===== config.mk =====
export PLATFORM = sky130hd
export DESIGN_NAME = pipe_skid_reg_flat
export DESIGN_NICKNAME = d
export VERILOG_FILES = /design/src/rtl/pipe_skid_reg_if.sv /design/src/rtl/pipe_skid_reg.sv /design/src/flat_wrapper.sv
export SDC_FILE = /design/constraint.sdc
export NUM_CORES = 1
export LEC_CHECK = 0
export ABC_AREA = 1
export ABC_CLOCK_PERIOD_IN_PS = 4400
export CELL_PAD_IN_SITES_DETAIL_PLACEMENT = 1
export CELL_PAD_IN_SITES_GLOBAL_PLACEMENT = 1
export CORE_MARGIN = 2
export CORE_UTILIZATION = 35
export DETAILED_ROUTE_END_ITERATION = 10
export HOLD_SLACK_MARGIN = 0.02
export PLACE_DENSITY = 0.79
export SYNTH_ARGS = -nofsm -noshare
export SYNTH_HDL_FRONTEND = slang
export SYNTH_SLANG_ARGS = --single-unit

===== constraint.sdc =====
create_clock -name clock -period 4.4 [get_ports clock]
set_clock_uncertainty 0.2 [all_clocks]
set_input_delay 1.1 -clock clock [delete_from_list [all_inputs] [get_ports clock]]
set_output_delay 1.1 -clock clock [all_outputs]
set_load 0.1 [all_outputs]

===== src/rtl/pipe_skid_reg_if.sv =====
// Valid/ready/data handshake bundle between pipeline stages.
// master drives valid/data, slave drives ready.
interface pipe_skid_reg_if #(
  parameter int WIDTH = 32
);
  logic             valid;
  logic             ready;
  logic [WIDTH-1:0] data;

  modport master (
    output valid,
    output data,
    input  ready
  );

  modport slave (
    input  valid,
    input  data,
    output ready
  );
endinterface


===== src/rtl/pipe_skid_reg.sv =====
// Two-entry skid-buffer pipeline register: flush, NOP bubbles, stall counter.
// Define PIPE_SKID_REG_NEG_EDGE_EN to clock every flop on the falling edge.
module pipe_skid_reg #(
  parameter int              WIDTH       = 32,
  parameter logic [WIDTH-1:0] RESET_VALUE = '0,
  parameter logic [WIDTH-1:0] NOP_VALUE   = '0,
  parameter int              CNT_W       = 16
) (
  input  logic                 clock,
  input  logic                 ctrl_reset,
  input  logic                 ctrl_flush,
  pipe_skid_reg_if.slave       in_if,
  pipe_skid_reg_if.master      out_if,
  output logic [1:0]           occupancy,
  output logic [CNT_W-1:0]     stall_cycles
);

  typedef enum logic [1:0] {
    EMPTY = 2'd0,
    ONE   = 2'd1,
    FULL  = 2'd2
  } state_e;

  state_e           state_q, state_d;
  logic [WIDTH-1:0] main_q, main_d;
  logic [WIDTH-1:0] skid_q, skid_d;
  logic [CNT_W-1:0] stall_q, stall_d;

  logic main_valid;
  logic skid_valid;
  logic in_fire;
  logic out_fire;

  assign main_valid = (state_q != EMPTY);
  assign skid_valid = (state_q == FULL);
  assign in_fire    = in_if.valid & ~skid_valid;
  assign out_fire   = main_valid & out_if.ready;

  // in_ready is a pure function of state, never of out_ready
  assign in_if.ready  = ~skid_valid;
  assign out_if.valid = main_valid;
  assign out_if.data  = main_valid ? main_q : NOP_VALUE;
  assign occupancy    = state_q;
  assign stall_cycles = stall_q;

  always_comb begin
    state_d = state_q;
    main_d  = main_q;
    skid_d  = skid_q;
    stall_d = stall_q;
    if (main_valid && !out_if.ready && stall_q != {CNT_W{1'b1}}) begin
      stall_d = stall_q + 1'b1;
    end
    if (ctrl_flush) begin
      state_d = EMPTY;
    end else begin
      unique case (state_q)
        EMPTY: begin
          if (in_fire) begin
            main_d  = in_if.data;
            state_d = ONE;
          end
        end
        ONE: begin
          if (in_fire && out_fire) begin
            main_d = in_if.data;
          end else if (in_fire) begin
            skid_d  = in_if.data;
            state_d = FULL;
          end else if (out_fire) begin
            state_d = EMPTY;
          end
        end
        FULL: begin
          if (out_fire) begin
            main_d  = skid_q;
            state_d = ONE;
          end
        end
        default: state_d = EMPTY;
      endcase
    end
  end

`ifdef PIPE_SKID_REG_NEG_EDGE_EN
  always_ff @(negedge clock) begin
`else
  always_ff @(posedge clock) begin
`endif
    if (ctrl_reset) begin
      state_q <= EMPTY;
      main_q  <= RESET_VALUE;
      skid_q  <= RESET_VALUE;
      stall_q <= '0;
    end else begin
      state_q <= state_d;
      main_q  <= main_d;
      skid_q  <= skid_d;
      stall_q <= stall_d;
    end
  end

endmodule


===== src/flat_wrapper.sv =====
// flat-port wrapper written by rule: the top's interface ports become plain ports
module pipe_skid_reg_flat 
#(
  parameter int              WIDTH       = 32,
  parameter logic [WIDTH-1:0] RESET_VALUE = '0,
  parameter logic [WIDTH-1:0] NOP_VALUE   = '0,
  parameter int              CNT_W       = 16
)
  (clock, ctrl_reset, ctrl_flush, occupancy, stall_cycles, in_if_valid, in_if_data, in_if_ready, out_if_valid, out_if_data, out_if_ready);
  pipe_skid_reg_if #(.WIDTH(WIDTH)) in_if_i ();
  pipe_skid_reg_if #(.WIDTH(WIDTH)) out_if_i ();
  input  logic clock;
  input  logic ctrl_reset;
  input  logic ctrl_flush;
  output logic [1:0] occupancy;
  output logic [CNT_W-1:0] stall_cycles;
  input wire logic [$bits(in_if_i.valid)-1:0] in_if_valid;
  input wire logic [$bits(in_if_i.data)-1:0] in_if_data;
  output wire logic [$bits(in_if_i.ready)-1:0] in_if_ready;
  output wire logic [$bits(out_if_i.valid)-1:0] out_if_valid;
  output wire logic [$bits(out_if_i.data)-1:0] out_if_data;
  input wire logic [$bits(out_if_i.ready)-1:0] out_if_ready;
  assign in_if_i.valid = in_if_valid;
  assign in_if_i.data = in_if_data;
  assign in_if_ready = in_if_i.ready;
  assign out_if_valid = out_if_i.valid;
  assign out_if_data = out_if_i.data;
  assign out_if_i.ready = out_if_ready;
  pipe_skid_reg #(.WIDTH(WIDTH), .RESET_VALUE(RESET_VALUE), .NOP_VALUE(NOP_VALUE), .CNT_W(CNT_W)) u_core (.clock(clock), .ctrl_reset(ctrl_reset), .ctrl_flush(ctrl_flush), .in_if(in_if_i), .out_if(out_if_i), .occupancy(occupancy), .stall_cycles(stall_cycles));
endmodule

### After elaboration in Yosys (flattened, before gate mapping)

Index checks and enable logic that the tools add are counted.

| operators by class | value |
|---|---|
| div/mod/pow operators | 0 |
| bitwise operators | 5 |
| $add $sub $neg | 1 |
| shifts and indexed selects | 0 |
| $lt $le $gt $ge | 0 |
| reductions and logical operators | 11 |
| multiplexer cells | 11 |
| multiply operators | 0 |
| equality and inequality tests | 8 |

Operators by type and width:

| operator | count |
|---|---|
| $mux 32 | 4 |
| $pmux 32 s3 | 1 |
| $add 16x1->16 const B | 1 |
| $ne 16x16->1 const B | 1 |
| $mux 2 | 5 |
| $reduce_and 4->1 | 2 |
| $pmux 2 s3 | 1 |
| $reduce_and 5->1 | 1 |
| $ne 2x1->1 const B | 2 |
| $ne 2x2->1 const B | 2 |
| $logic_and 1x1->1 | 3 |
| $ne 3x1->1 const B | 1 |
| $not 1->1 | 3 |
| $reduce_bool 3->1 | 1 |
| $and 1x1->1 | 2 |
| $eq 2x1->1 const B | 1 |
| $eq 2x2->1 const B | 1 |
| $logic_not 2->1 | 1 |
| $reduce_bool 2->1 | 1 |
| $reduce_or 2->1 | 1 |
| $logic_not 1->1 | 1 |

| storage, ports and cells | value |
|---|---|
| word-level logic and storage cells | 40 |
| memories | 0 |
| bits in read-only memories | 0 |
| input bits | 37 |
| memory bits (writable) | 0 |
| register bits after elaboration | 82 |
| latch bits | 0 |
| output and inout bits | 52 |

### Longest topological paths before layout

Gate-level depths: netlist (run 1).

| logic depth | value |
|---|---|
| word-level depth | 6 |
| mapped depth | 10 |

### Worst setup path before layout (run 1)

No wires, ideal clock.

| timing | value |
|---|---|
| path type | flip-flop to output port |
| from | reg u_core.state_q[1] (netlist: u_core.occupancy[1]) |
| to | out out_if_data[10] |
| arrival | 2.718 ns |
| setup slack | 0.382 ns |
| cell stages (with the launch flop) | 4 |
| path buffers | 1 |
| cells stage by stage | dfxtp_1 > nor2_2 > clkbuf_1 > nor2_1 |

| between the ends | value |
|---|---|
| word-level cells in the longest chain between the ends | 2 |

RTL lines:

| what | RTL line | source |
|---|---|---|
| start, declared | pipe_skid_reg.sv:24 | `state_e state_q, state_d;` |
| start signal, assigned | pipe_skid_reg.sv:96 | `state_q <= state_d;` |
| $reduce_bool 2->1 | pipe_skid_reg.sv:34 | `assign main_valid = (state_q != EMPTY);` |
| $mux 32 | pipe_skid_reg.sv:42 | `assign out_if.data = main_valid ? main_q : NOP_VALUE;` |
| end, declared | flat_wrapper.sv:21 | `output wire logic [$bits(out_if_i.data)-1:0] out_if_data;` |

No other way between the ends.

### Worst setup path after layout (run 1)

| timing | value |
|---|---|
| from | reg u_core.state_q[1] (netlist: u_core.occupancy[1]) |
| to | out out_if_valid |

| between the ends | value |
|---|---|
| word-level cells in the longest chain between the ends | 1 |

RTL lines:

| what | RTL line | source |
|---|---|---|
| $reduce_bool 2->1 | pipe_skid_reg.sv:34 |  |
| end, declared | flat_wrapper.sv:20 | `output wire logic [$bits(out_if_i.valid)-1:0] out_if_valid;` |

No other way between the ends.

==> results of run 1 <==
-- cell families after synthesis --
group           share of synthesized area
compound gates                      0.153
xor+xnor                           0.0128
fa+ha+maj                         0.00304
buf+inv                             0.107
flops                               0.398
simple gates                        0.326
-- path summary, 6_finish.rpt --
kind,startpoint,endpoint,slack [ns],cells past startpoint
worst max register to register,u_core.occupancy[1]$_SDFFE_PP0P_,u_core.skid_q[19]$_SDFFE_PP0P_,1.80,8
worst min-delay path,u_core.skid_q[17]$_SDFFE_PP0P_,u_core.skid_q[17]$_SDFFE_PP0P_,0.25,2
worst min register to register,u_core.skid_q[17]$_SDFFE_PP0P_,u_core.skid_q[17]$_SDFFE_PP0P_,0.25,2
worst max-delay path,u_core.occupancy[1]$_SDFFE_PP0P_,out_if_valid,1.01,3
-- critical path: cells and delay by family, from the launching register on --
kind                   cells  cell delay (ns)
and+or+nand+nor            1             0.09
DFF                        1             0.45
buffers and inverters      2             1.20
-- area by class of cell --
type,count,area [um^2],share of cell area
Clock buffer,11,243,0.0453
Multi-Input combinational cell,444,2040,0.381
Sequential cell,82,1640,0.307
Inverter,73,274,0.0512
Clock inverter,5,125,0.0234
Timing Repair Buffer,95,851,0.159
Tap cell,143,179,0.0334
-- layout by cell type, fill, tap and decap left out, types with 6 or more instances in the layout --
cell,count
sky130_fd_sc_hd__dfxtp_1,82
sky130_fd_sc_hd__inv_1,68
sky130_fd_sc_hd__nand3b_1,32
sky130_fd_sc_hd__clkdlybuf4s50_1,55
sky130_fd_sc_hd__o21ai_1,19
sky130_fd_sc_hd__nand2_1,145
sky130_fd_sc_hd__clkbuf_16,9
sky130_fd_sc_hd__a21oi_1,67
sky130_fd_sc_hd__nand4_1,6
sky130_fd_sc_hd__buf_4,40
sky130_fd_sc_hd__o21ai_0,37
sky130_fd_sc_hd__nor2_1,110
sky130_fd_sc_hd__nand3_1,11
-- sequential cells by signal, summed over array words and instances, names as in the netlist --
signal and flops:
u_core.main_q 32, u_core.skid_q 32, u_core.stall_cycles 16, u_core.occupancy 2
-- power by group through the flow --
| stage | Combinational, mW | Clock, mW | Sequential (mW) |
|---|---|---|---|
| finish | 0.300 | 0.929 | 0.795 |
| global route | 0.332 | 0.979 | 0.798 |
| global placement | 0.292 | 0 | 0.810 |
| CTS | 0.303 | 0.941 | 0.795 |
| floorplan | 0.200 | 0 | 0.818 |
| detailed placement | 0.300 | 0 | 0.811 |
-- layer usage --
| layer | GRT usage | wire [um] |
|---|---|---|
| met3 | 0.0243 | 322 |
| met2 | 0.349 | 6120 |
| met1 | 0.244 | 5370 |
| met5 | 0 | 0 |
| met4 | 0.0756 | 227 |
-- per-stage QoR --
stage                     power, mW  cells  hold slack (ns)
after detailed placement       1.11    837            0.242
after global routing           2.11    853            0.275
after global placement         1.10    837            0.232
after CTS                      2.04    853            0.251
final                          2.02    853            0.253
after floorplan                1.02    637            0.225
==> results.md, run 1 <==
- The run finished with clean final reports.
- The library cell with the largest summed area after synthesis is sky130_fd_sc_hd__dfxtp_1.
- The maximum fanout count along the critical path is 5.
- The number of iterations in the first detailed-routing pass is 4.
- STA classifies the critical path endpoint as an output pin.
- The maximum root-to-sink buffer count is 2.
- In the post-synthesis netlist, the cell with the most instances is sky130_fd_sc_hd__nand2_1.
- Summed over all cells, the static leakage comes to 2.20 nW.
- The row count is 39.
- After clock tree synthesis, the flow added hold-fix buffers numbering 0.
- Data on the critical path arrives at its endpoint at approximately 2.1 ns.
- The largest net degree at the start of global routing is 65.
- The synthesized cell area is 0.00412 mm^2.
- The critical path required time is slightly above 3 ns.
- The first global-routing pass estimated 20400 um of wire.
- Traced cell by cell, the critical path runs through inv_2 -> nand2_1 -> clkdlybuf4s50_1.
- The post-synthesis sequential area ratio is 0.398.
- The TritonCTS clock tree is done.
- The number of DRC violations after detailed routing is 0.
- In the synthesized netlist, the number of instances is 637.
- Across the run, the number of max-cap violations was 0.
- The commonest cells after synthesis are sky130_fd_sc_hd__nand2_1, sky130_fd_sc_hd__nor2_1, sky130_fd_sc_hd__dfxtp_1.
- The timing-limited maximum frequency is around 0.3 GHz.
- The HPWL after detailed placement is 8400 um.
- The first routing iteration left about 210 violations.
- The final route contains roughly 4200 vias.
- The number of nets in the synthesized netlist is 675.
- In the final layout, the share of cells above drive strength 1 is 0.0930.
- The total non-filler cell area in the finished layout is 0.00536 mm^2.
- The number of enable flip-flop cells after synthesis is 0.
- Summed over all layers, the global routing overflow is 0.
- STA classifies the critical path startpoint as a flop.
- The switching power summed over all nets is approximately 520 uW.
- The number of buffers added by the clock tree synthesis step is 9.
- CTS built an H-tree with a depth of 3.
- The number of antenna diodes in the final layout is 0.
- The category of the most critical setup path is flop to output pin.
- The x dimension of the die is 113 um.
- Of the total power, the share spent switching nets is 0.257.
- The setup TNS after final layout is 0 ns.
- At the later pin of the worst-skew pair, clock insertion delay measures 0.33 ns.
- The critical-path cell with the highest stage delay is sky130_fd_sc_hd__clkdlybuf4s50_1.
- The number of synthesized register bits is 82.
- The cell internal power dissipation is 1.50 mW.
- After floorplanning, the core was sized to cover ~0.011 mm^2.
- Across the VDD grid, the largest voltage drop is a little under 0.0002 V.
- The worst pin sits at a relative slew slack of 0.316.
- The number of hold violations in the final report is 0.
- The portion of total power attributed to sequential cells is 0.393.
- The number of sinks handled by clock tree synthesis is 82.
- Counting the fill cells in the layout gives 1498.
- The aggregate routed wire length is 12000 um.
- In this run the count of I/O pins placed on the die edge is 89.
- The post-placement setup slack is 1.07 ns.
- The number of max-slew violations in the final report is 0.
- In the routed layout, each cell is associated on average with a via count of about 5.
- Setup repair after global routing left no endpoint under its margin.
- From synthesis to final layout, the design area changed by 29.9%.
- The power per cell area is 378 mW/mm^2.
- The die is 113 um tall.
- The via count of the first global-routing pass came to 4289.
- Of the post-synthesis cell area, the dominant cell type holds 0.398.
- The worst-case setup margin in the final layout is 1.01 ns.
- The placed instances occupy a cell area of roughly 0.005 mm^2.
- The prevailing post-synth register cell is sky130_fd_sc_hd__dfxtp_1.
- The combinational power share is 0.148.
- Of the available clock period, the critical path in the final layout requires 0.770.
- The area of the die is 0.0127 mm^2.
- The post-synthesis cell type count is 25.
- The weighted congestion reported at the end of routability-driven placement is slightly below 0.8.
- The starting density of the core is 0.359.
- The slew at the pin closest to its max-slew limit is ~1.0 ns.
- Once detail routing completed, the nets flagged for antenna violations numbered 0.
- The post-CTS clock slew at the launch and capture registers of the worst setup and hold paths is 0.06 ns.
- In the final design database the tool counted 743 nets.
- The smallest clock period supported by the final layout is computed as around 3.4 ns.
- After synthesis, the mean cell area works out to between 6 and 7 um^2.
- Setup violations remaining at the end of the flow were counted as 0.
- The tree is rooted in a sky130_fd_sc_hd__clkbuf_16.
- The number of cells upsized or downsized after cts is 0.
- During synthesis, Yosys emitted a total of 0 warnings.
- Once the clock tree was built, the setup fixing pass inserted 0 buffers.
- The portion of total power attributed to the clock network is 0.459.
- In the final routed layout, each cell accounts on average for 14.1 um.
- The number of port buffers is 88.
- The post-synthesis async set-or-reset flop share is 0.
- The number of antenna violations at the first check in global routing is 0.
- The share of the core filled with cells is 0.467.
- Across every metal layer, demand over resource in global routing totals 0.197.
- Sorting the synthesized cells by area gives the leading types as sky130_fd_sc_hd__dfxtp_1, sky130_fd_sc_hd__nand2_1, sky130_fd_sc_hd__nor2_1.
- On the worst path, the slowest cell contributes a delay of 1.14 ns.
- The path class of the tightest hold or removal check is flop to flop.
Power figures use the tool's default switching activity.
==> run 2: changes to the inputs <==
--- a/config.mk
+++ b/config.mk
@@ -6,14 +6,14 @@
 export NUM_CORES = 1
 export LEC_CHECK = 0
 export ABC_AREA = 1
-export ABC_CLOCK_PERIOD_IN_PS = 4400
+export ABC_CLOCK_PERIOD_IN_PS = 3100
 export CELL_PAD_IN_SITES_DETAIL_PLACEMENT = 1
 export CELL_PAD_IN_SITES_GLOBAL_PLACEMENT = 1
 export CORE_MARGIN = 2
-export CORE_UTILIZATION = 35
+export CORE_UTILIZATION = 32
 export DETAILED_ROUTE_END_ITERATION = 10
 export HOLD_SLACK_MARGIN = 0.02
-export PLACE_DENSITY = 0.79
+export PLACE_DENSITY = 0.77
 export SYNTH_ARGS = -nofsm -noshare
 export SYNTH_HDL_FRONTEND = slang
 export SYNTH_SLANG_ARGS = --single-unit
==> constraint.sdc (replaced) <==
create_clock -name clock -period 3.1 [get_ports clock]
set_clock_uncertainty 0.2 [all_clocks]
set_input_delay 0.775 -clock clock [delete_from_list [all_inputs] [get_ports clock]]
set_output_delay 0.775 -clock clock [all_outputs]
set_load 0.1 [all_outputs]
==> results.md, run 2 (synthesis gave the netlist of run 1 again) <==
- The number of DRC violations after detailed routing came to 0 (unchanged).
- Unrepaired setup endpoints after global routing: false (unchanged).
- The routed via count is 4167 (was 4190).
- The number of cell instances on the worst register-to-register path is 7 (was 8).
- The post-CTS clock slew at the launch and capture registers of the worst setup and hold paths is 0.06 ns (about the same).
- The critical path required time was 2.12 ns (was 3.10 ns).
- The slew at the pin closest to its max-slew limit is 0.878 ns (was 1.02 ns).
- The worst vdd rail ir drop came to 0.000265 V (was 0.000199 V).
- The data arrival time at the worst-slack endpoint is 1.58 ns (was 2.09 ns).
- The leakage power of the design is 2.23 nW (was 2.20 nW).
- The relative max-transition margin was 0.410 (was 0.316).
- The number of cells upsized or downsized after cts came to 0 (unchanged).
- The category of the most critical setup path is flop to output pin (unchanged).
- The source of the worst register-to-register timing path is u_core.stall_cycles[0]$_SDFFE_PP0P_ (was u_core.occupancy[1]$_SDFFE_PP0P_).
- The TritonCTS clock tree is done (unchanged).
- The post-route clock period utilization is 0.825.
- The aggregate routed wire length is 12100 um (was 12000 um).
- The setup TNS after final layout is 0 ns (unchanged).
- The chip height is 117 um (was 113 um).
- The total global routing track utilization was 0.178 (was 0.197).
- The cell depth of the worst min-delay path is 2 (unchanged).
- The number of sinks handled by clock tree synthesis is 82 (unchanged).
- The number of hold violations in the final report came to 0 (unchanged).
- The maximum fanout count along the critical path came to 21 (was 5).
- The number of port buffers is 88 (unchanged).
- The final layout net count is 745 (was 743).
- The weighted congestion reported at the end of routability-driven placement is 0.784 (was 0.787).
- The number of max-slew violations in the final report is 0 (unchanged).
- The total core area was 0.0126 mm^2 (was 0.0115 mm^2).
- The max capacitance violation total is 0 (unchanged).
- Most frequent cells in the layout: sky130_fd_sc_hd__nand2_1, sky130_fd_sc_hd__nor2_1, sky130_fd_sc_hd__dfxtp_1 (unchanged).
- Run status: finished clean (unchanged).
- The remaining antenna violation count is 0 (unchanged).
- The maximum root-to-sink buffer count was 2 (unchanged).
- The worst-case hold path end point is u_core.skid_q[30]$_SDFFE_PP0P_ (was u_core.skid_q[17]$_SDFFE_PP0P_).
- The largest net degree at the start of global routing is 65 (unchanged).
- The final number of setup-violating endpoints was 0 (unchanged).
- The clock network latency to the later pin of the worst-skew pair came to 0.33 ns (about the same).
- The number of buffers added by the clock tree synthesis step is 9 (unchanged).
- The number of iterations in the first detailed-routing pass is 4 (unchanged).
- The x dimension of the die is 117 um (was 113 um).
- The startpoint kind of the worst setup timing path is a flop (unchanged).
- The capture instance of the worst register-to-register path is u_core.stall_cycles[4]$_SDFFE_PP0P_ (was u_core.skid_q[19]$_SDFFE_PP0P_).
- The share of the core filled with cells is 0.432 (was 0.467).
- The average detailed-routed wire length per instance was 13.7 um (was 14.1 um).
- The area overhead of the layout relative to synthesis is 32.4% (was 29.9%).
- The detailed placer's ending HPWL is 8660 um (was 8400 um).
- The total grt overflow is 0 (unchanged).
- The kind of end point of the critical path was an output pin (unchanged).
- The number of diodes is 0 (unchanged).
- The post-CTS setup repair buffer count is 0 (unchanged).
- The worst reg-to-reg setup slack is 0.75 ns (was 1.80 ns).
- The shortest period the worst path allows is 2.56 ns.
- The beginning of the worst hold path is u_core.skid_q[30]$_SDFFE_PP0P_ (was u_core.skid_q[17]$_SDFFE_PP0P_).
- The worst min-delay path category is flop to flop (unchanged).
- The fill cell instance count of the final layout is 1644 (was 1498).
- The timing-limited maximum frequency is 0.391 GHz.
- The clock tree root buffer cell is sky130_fd_sc_hd__clkbuf_16 (unchanged).
- The power per cell area is 480 mW/mm^2 (was 378 mW/mm^2).
- The share of post-route cells with drive strength above 1 is 0.165 (was 0.0930).
- The row count came to 41 (was 39).
- The iteration-0 DRC count of the detailed router is 140 (was 209).
- The deepest level of the CTS H-tree is 3 (unchanged).
- The number of antenna violations at the first check in global routing came to 0 (unchanged).
- The global-route wire length before repair was 20300 um (was 20400 um).
- The leading cell type in the layout, fill and taps excluded is sky130_fd_sc_hd__nand2_1 (unchanged).
- The starting density of the core is 0.327 (was 0.359).
- The area of the die is 0.0138 mm^2 (was 0.0127 mm^2).
- The number of top-level pins is 89 (unchanged).
- The hold-fix buffer count after cts is 0 (unchanged).
- The via-per-instance ratio was 4.72 (was 4.91).
- The via count of the first global-routing pass is 4313 (was 4289).
## run 2: changes by cell type in the layout (fill, tap and decap cells not counted), moves of 2 or more
cell	change
sky130_fd_sc_hd__clkbuf_8	+3
sky130_fd_sc_hd__dfxtp_1	-2
sky130_fd_sc_hd__nor2_1	-30
sky130_fd_sc_hd__nor2_2	+23
sky130_fd_sc_hd__nor2_4	+7
sky130_fd_sc_hd__dfxtp_2	+2
sky130_fd_sc_hd__buf_4	+16
sky130_fd_sc_hd__clkdlybuf4s50_1	-19
sky130_fd_sc_hd__buf_12	+5
sky130_fd_sc_hd__bufinv_16	-4
## run 2: cell type report
type                       instances  area, um^2  share of cell area
clock buffer                      14         284              0.0521
inverter                          73         274              0.0502
multi-input combinational        444        2150               0.394
clock inverter                     1        7.51             0.00138
tap                              172         215              0.0394
timing repair buffer              97         881               0.161
sequential                        82        1640               0.301
## run 2: layer usage
metal,wire (um),global-route usage,share of wire,vias up
li1,-,-,-,2142
met1,5770,0.225,0.48,1948
met2,5800,0.309,0.48,64
met3,326,0.0233,0.027,13
met4,189,0.0655,0.016,0
met5,0,0,0,-
## run 2: power by group
part           internal [mW]  switching, mW  leakage, nW
sequential              1.10         0.0254        0.669
clock                  0.626          0.410        0.141
combinational          0.153          0.301         1.42
## run 2: worst max-delay path by stage
stage                                           from                             end  slack [ns]  cells past startpoint
floorplan           u_core.occupancy[1]$_SDFFE_PP0P_                 out_if_data[17]       -0.02                      3
global placement                        out_if_ready  u_core.skid_q[15]$_SDFFE_PP0P_        0.41                      8
detailed placement                      out_if_ready  u_core.skid_q[25]$_SDFFE_PP0P_        0.28                      8
CTS                 u_core.occupancy[1]$_SDFFE_PP0P_                 out_if_data[31]        0.51                      4
global route                            out_if_ready  u_core.skid_q[21]$_SDFFE_PP0P_        0.45                      8
finish              u_core.occupancy[1]$_SDFFE_PP0P_                 out_if_data[31]        0.54                      4
## run 2: critical path: stages (launching register included)
cell and delay (ns):
sky130_fd_sc_hd__dfxtp_2 0.39, sky130_fd_sc_hd__nor2_4 0.06, sky130_fd_sc_hd__buf_4 0.25, sky130_fd_sc_hd__nor2_1 0.22
sky130_fd_sc_hd__buf_4 0.33
## run 2: stage by stage
step                      power, mW  hold slack, ns  worst slack [ns]  cell area (um^2)  cells
after floorplan                1.46           0.225           -0.0203              4230    637
after global placement         1.59           0.232             0.414              5160    868
after detailed placement       1.61           0.241             0.282              5160    868
after CTS                      2.64           0.252             0.506              5460    883
after global routing           2.73           0.276             0.450              5460    883
final                          2.62           0.249             0.541              5460    883
==> run 3: changes to the inputs <==
--- a/config.mk
+++ b/config.mk
@@ -6,7 +6,7 @@
 export NUM_CORES = 1
 export LEC_CHECK = 0
 export ABC_AREA = 1
-export ABC_CLOCK_PERIOD_IN_PS = 3100
+export ABC_CLOCK_PERIOD_IN_PS = 2350
 export CELL_PAD_IN_SITES_DETAIL_PLACEMENT = 1
 export CELL_PAD_IN_SITES_GLOBAL_PLACEMENT = 1
 export CORE_MARGIN = 2
==> constraint.sdc (replaced) <==
create_clock -name clock -period 2.35 [get_ports clock]
set_clock_uncertainty 0.2 [all_clocks]
set_input_delay 0.5875 -clock clock [delete_from_list [all_inputs] [get_ports clock]]
set_output_delay 0.5875 -clock clock [all_outputs]
set_load 0.1 [all_outputs]
==> results.md, run 3 (synthesis gave the netlist of run 1 again) <==
- The leading cell type in the layout, fill and taps excluded is sky130_fd_sc_hd__nand2_1 (unchanged).
- The maximum fanout count along the critical path is 14 (was 21).
- The hold-fix buffer count after cts came to 0 (unchanged).
- The remaining antenna violation count is 0 (unchanged).
- The cell internal power dissipation is 2.43 mW (was 1.88 mW).
- The proportion of total power due to net switching is 0.298 (was 0.281).
- The kind of end point of the critical path is an output pin (unchanged).
- The share of post-route cells with drive strength above 1 is 0.195 (was 0.165).
- The number of diodes is 0 (unchanged).
- The weighted congestion reported at the end of routability-driven placement is 0.768 (was 0.784).
- Run status: finished clean (unchanged).
- The final layout net count is 761 (was 745).
- The final number of setup-violating endpoints is 0 (unchanged).
- The max capacitance violation total was 0 (unchanged).
- The maximum root-to-sink buffer count came to 2 (unchanged).
- Of the available clock period, the critical path in the final layout requires 0.962.
- The total global routing track utilization is 0.186 (was 0.178).
- The number of top-level pins is 89 (unchanged).
- The relative max-transition margin is 0.671 (was 0.410).
- The starting density of the core was 0.327 (unchanged).
- The TritonCTS clock tree is done (unchanged).
- For this run, the top clock speed supported by timing is 0.442 GHz.
- The number of max-slew violations in the final report came to 0 (unchanged).
- The post-CTS setup repair buffer count is 0 (unchanged).
- The clock network latency to the later pin of the worst-skew pair was 0.33 ns (about the same).
- The number of DRC violations after detailed routing is 0 (unchanged).
- The area overhead of the layout relative to synthesis is 52.9% (was 32.4%).
- The routed via count is 4318 (was 4167).
- The area of the die came to 0.0138 mm^2 (unchanged).
- The number of sinks handled by clock tree synthesis came to 82 (unchanged).
- The row count is 41 (unchanged).
- The via-per-instance ratio is 4.80 (was 4.72).
- The number of port buffers is 88 (unchanged).
- The via count of the first global-routing pass is 4480 (was 4313).
- The leakage power of the design is 2.46 nW (was 2.23 nW).
- The post-CTS clock slew at the launch and capture registers of the worst setup and hold paths is 0.06 ns (about the same).
- The data arrival time at the worst-slack endpoint was 1.47 ns (was 1.58 ns).
- The post-layout total power was 3.46 mW (was 2.62 mW).
- The power per cell area came to 549 mW/mm^2 (was 480 mW/mm^2).
- The slew at the pin closest to its max-slew limit is 0.493 ns (was 0.878 ns).
- Most frequent cells in the layout: sky130_fd_sc_hd__nand2_1, sky130_fd_sc_hd__nor2_1, sky130_fd_sc_hd__dfxtp_1 (unchanged).
- The combinational power share was 0.201 (was 0.173).
- Unrepaired setup endpoints after global routing: false (unchanged).
- The average detailed-routed wire length per instance is 13.9 um (was 13.7 um).
- The startpoint kind of the worst setup timing path was a flop (unchanged).
- The clock tree root buffer cell is sky130_fd_sc_hd__clkbuf_16 (unchanged).
- The critical path required time is 1.56 ns (was 2.12 ns).
- The chip height is 117 um (unchanged).
- The aggregate routed wire length came to 12500 um (was 12100 um).
- The portion of total power attributed to the clock network is 0.368 (was 0.396).
- The largest net degree at the start of global routing is 45 (was 65).
- The iteration-0 DRC count of the detailed router is 169 (was 140).
- The worst min-delay path category is flop to flop (unchanged).
- The total core area came to 0.0126 mm^2 (unchanged).
- The number of buffers added by the clock tree synthesis step is 9 (unchanged).
- The deepest level of the CTS H-tree is 3 (unchanged).
- The x dimension of the die is 117 um (unchanged).
- The switching power summed over all nets is 1.03 mW (was 736 uW).
- The total grt overflow is 0 (unchanged).
- The portion of total power attributed to sequential cells is 0.431 (about the same).
- The worst reg-to-reg setup slack was 0.26 ns (was 0.75 ns).
- The number of antenna violations at the first check in global routing came to 0 (unchanged).
- The category of the most critical setup path is flop to output pin (unchanged).
- The number of iterations in the first detailed-routing pass is 6 (was 4).
- The detailed placer's ending HPWL was 9250 um (was 8660 um).
- The number of hold violations in the final report came to 0 (unchanged).
- The global-route wire length before repair came to 21100 um (was 20300 um).
- The share of the core filled with cells is 0.499 (was 0.432).
- The worst path needs about 2.3 ns of the cycle, external delays included.
- The worst vdd rail ir drop is 0.000325 V (was 0.000265 V).
run 3: path summary, 6_finish.rpt:
kind                            cells past startpoint                             start                        endpoint
worst min register to register                      2    u_core.skid_q[30]$_SDFFE_PP0P_  u_core.skid_q[30]$_SDFFE_PP0P_
worst max register to register                     10  u_core.occupancy[0]$_SDFFE_PP0P_   u_core.main_q[3]$_SDFFE_PP0P_
worst min-delay path                                2    u_core.skid_q[30]$_SDFFE_PP0P_  u_core.skid_q[30]$_SDFFE_PP0P_
worst max-delay path                                4  u_core.occupancy[1]$_SDFFE_PP0P_                  out_if_data[0]
run 3: per-layer routing:
layer  vias to the layer above  global-route usage  part of all wire
met4                         0              0.0452            0.0093
li1                       2179                   -                 -
met2                        59               0.353              0.53
met5                         -                   0                 0
met3                         9              0.0422             0.040
met1                      2071               0.209              0.42
run 3: power groups by stage:
stage / logic [mW] / registers [mW] / clock network (mW)
after floorplan: 0.428 / 1.53 / 0
after global placement: 0.676 / 1.52 / 0
after detailed placement: 0.700 / 1.52 / 0
after CTS: 0.703 / 1.49 / 1.30
after global routing: 0.755 / 1.50 / 1.38
final: 0.696 / 1.49 / 1.27
run 3: metrics by stage:
step                      area (um^2)  cells  setup TNS (ns)  setup WS [ns]  hold slack, ns
final                            6300    900               0         0.0893           0.252
after global routing             6300    900               0         0.0176           0.277
after CTS                        6300    900               0         0.0226           0.252
after detailed placement         6040    884          -0.331        -0.0389           0.243
after global placement           6040    884               0         0.0662           0.233
after floorplan                  4380    637               0         0.0266           0.225
run 3: worst max-delay path, cell delays in order, from the launching register on:
cell	delay (ns)
sky130_fd_sc_hd__dfxtp_4	0.38
sky130_fd_sc_hd__nor2_4	0.14
sky130_fd_sc_hd__buf_4	0.35
sky130_fd_sc_hd__nor2_2	0.09
sky130_fd_sc_hd__buf_12	0.18
run 3: final cells by class:
| type | instances | area [um^2] |
|---|---|---|
| well taps | 172 | 215 |
| clock buffers | 10 | 229 |
| multi-input cells | 444 | 2280 |
| inverters | 73 | 274 |
| clock inverters | 6 | 33.8 |
| repair buffers | 113 | 1610 |
| fillers | 1574 | 6320 |
| flip-flops and latches | 82 | 1650 |
run 3: what timing repair did:
action,4_1_cts,5_1_grt
endpoints found under the setup margin,0,11
hold endpoints to repair,0,0
gates resized for setup,0,1
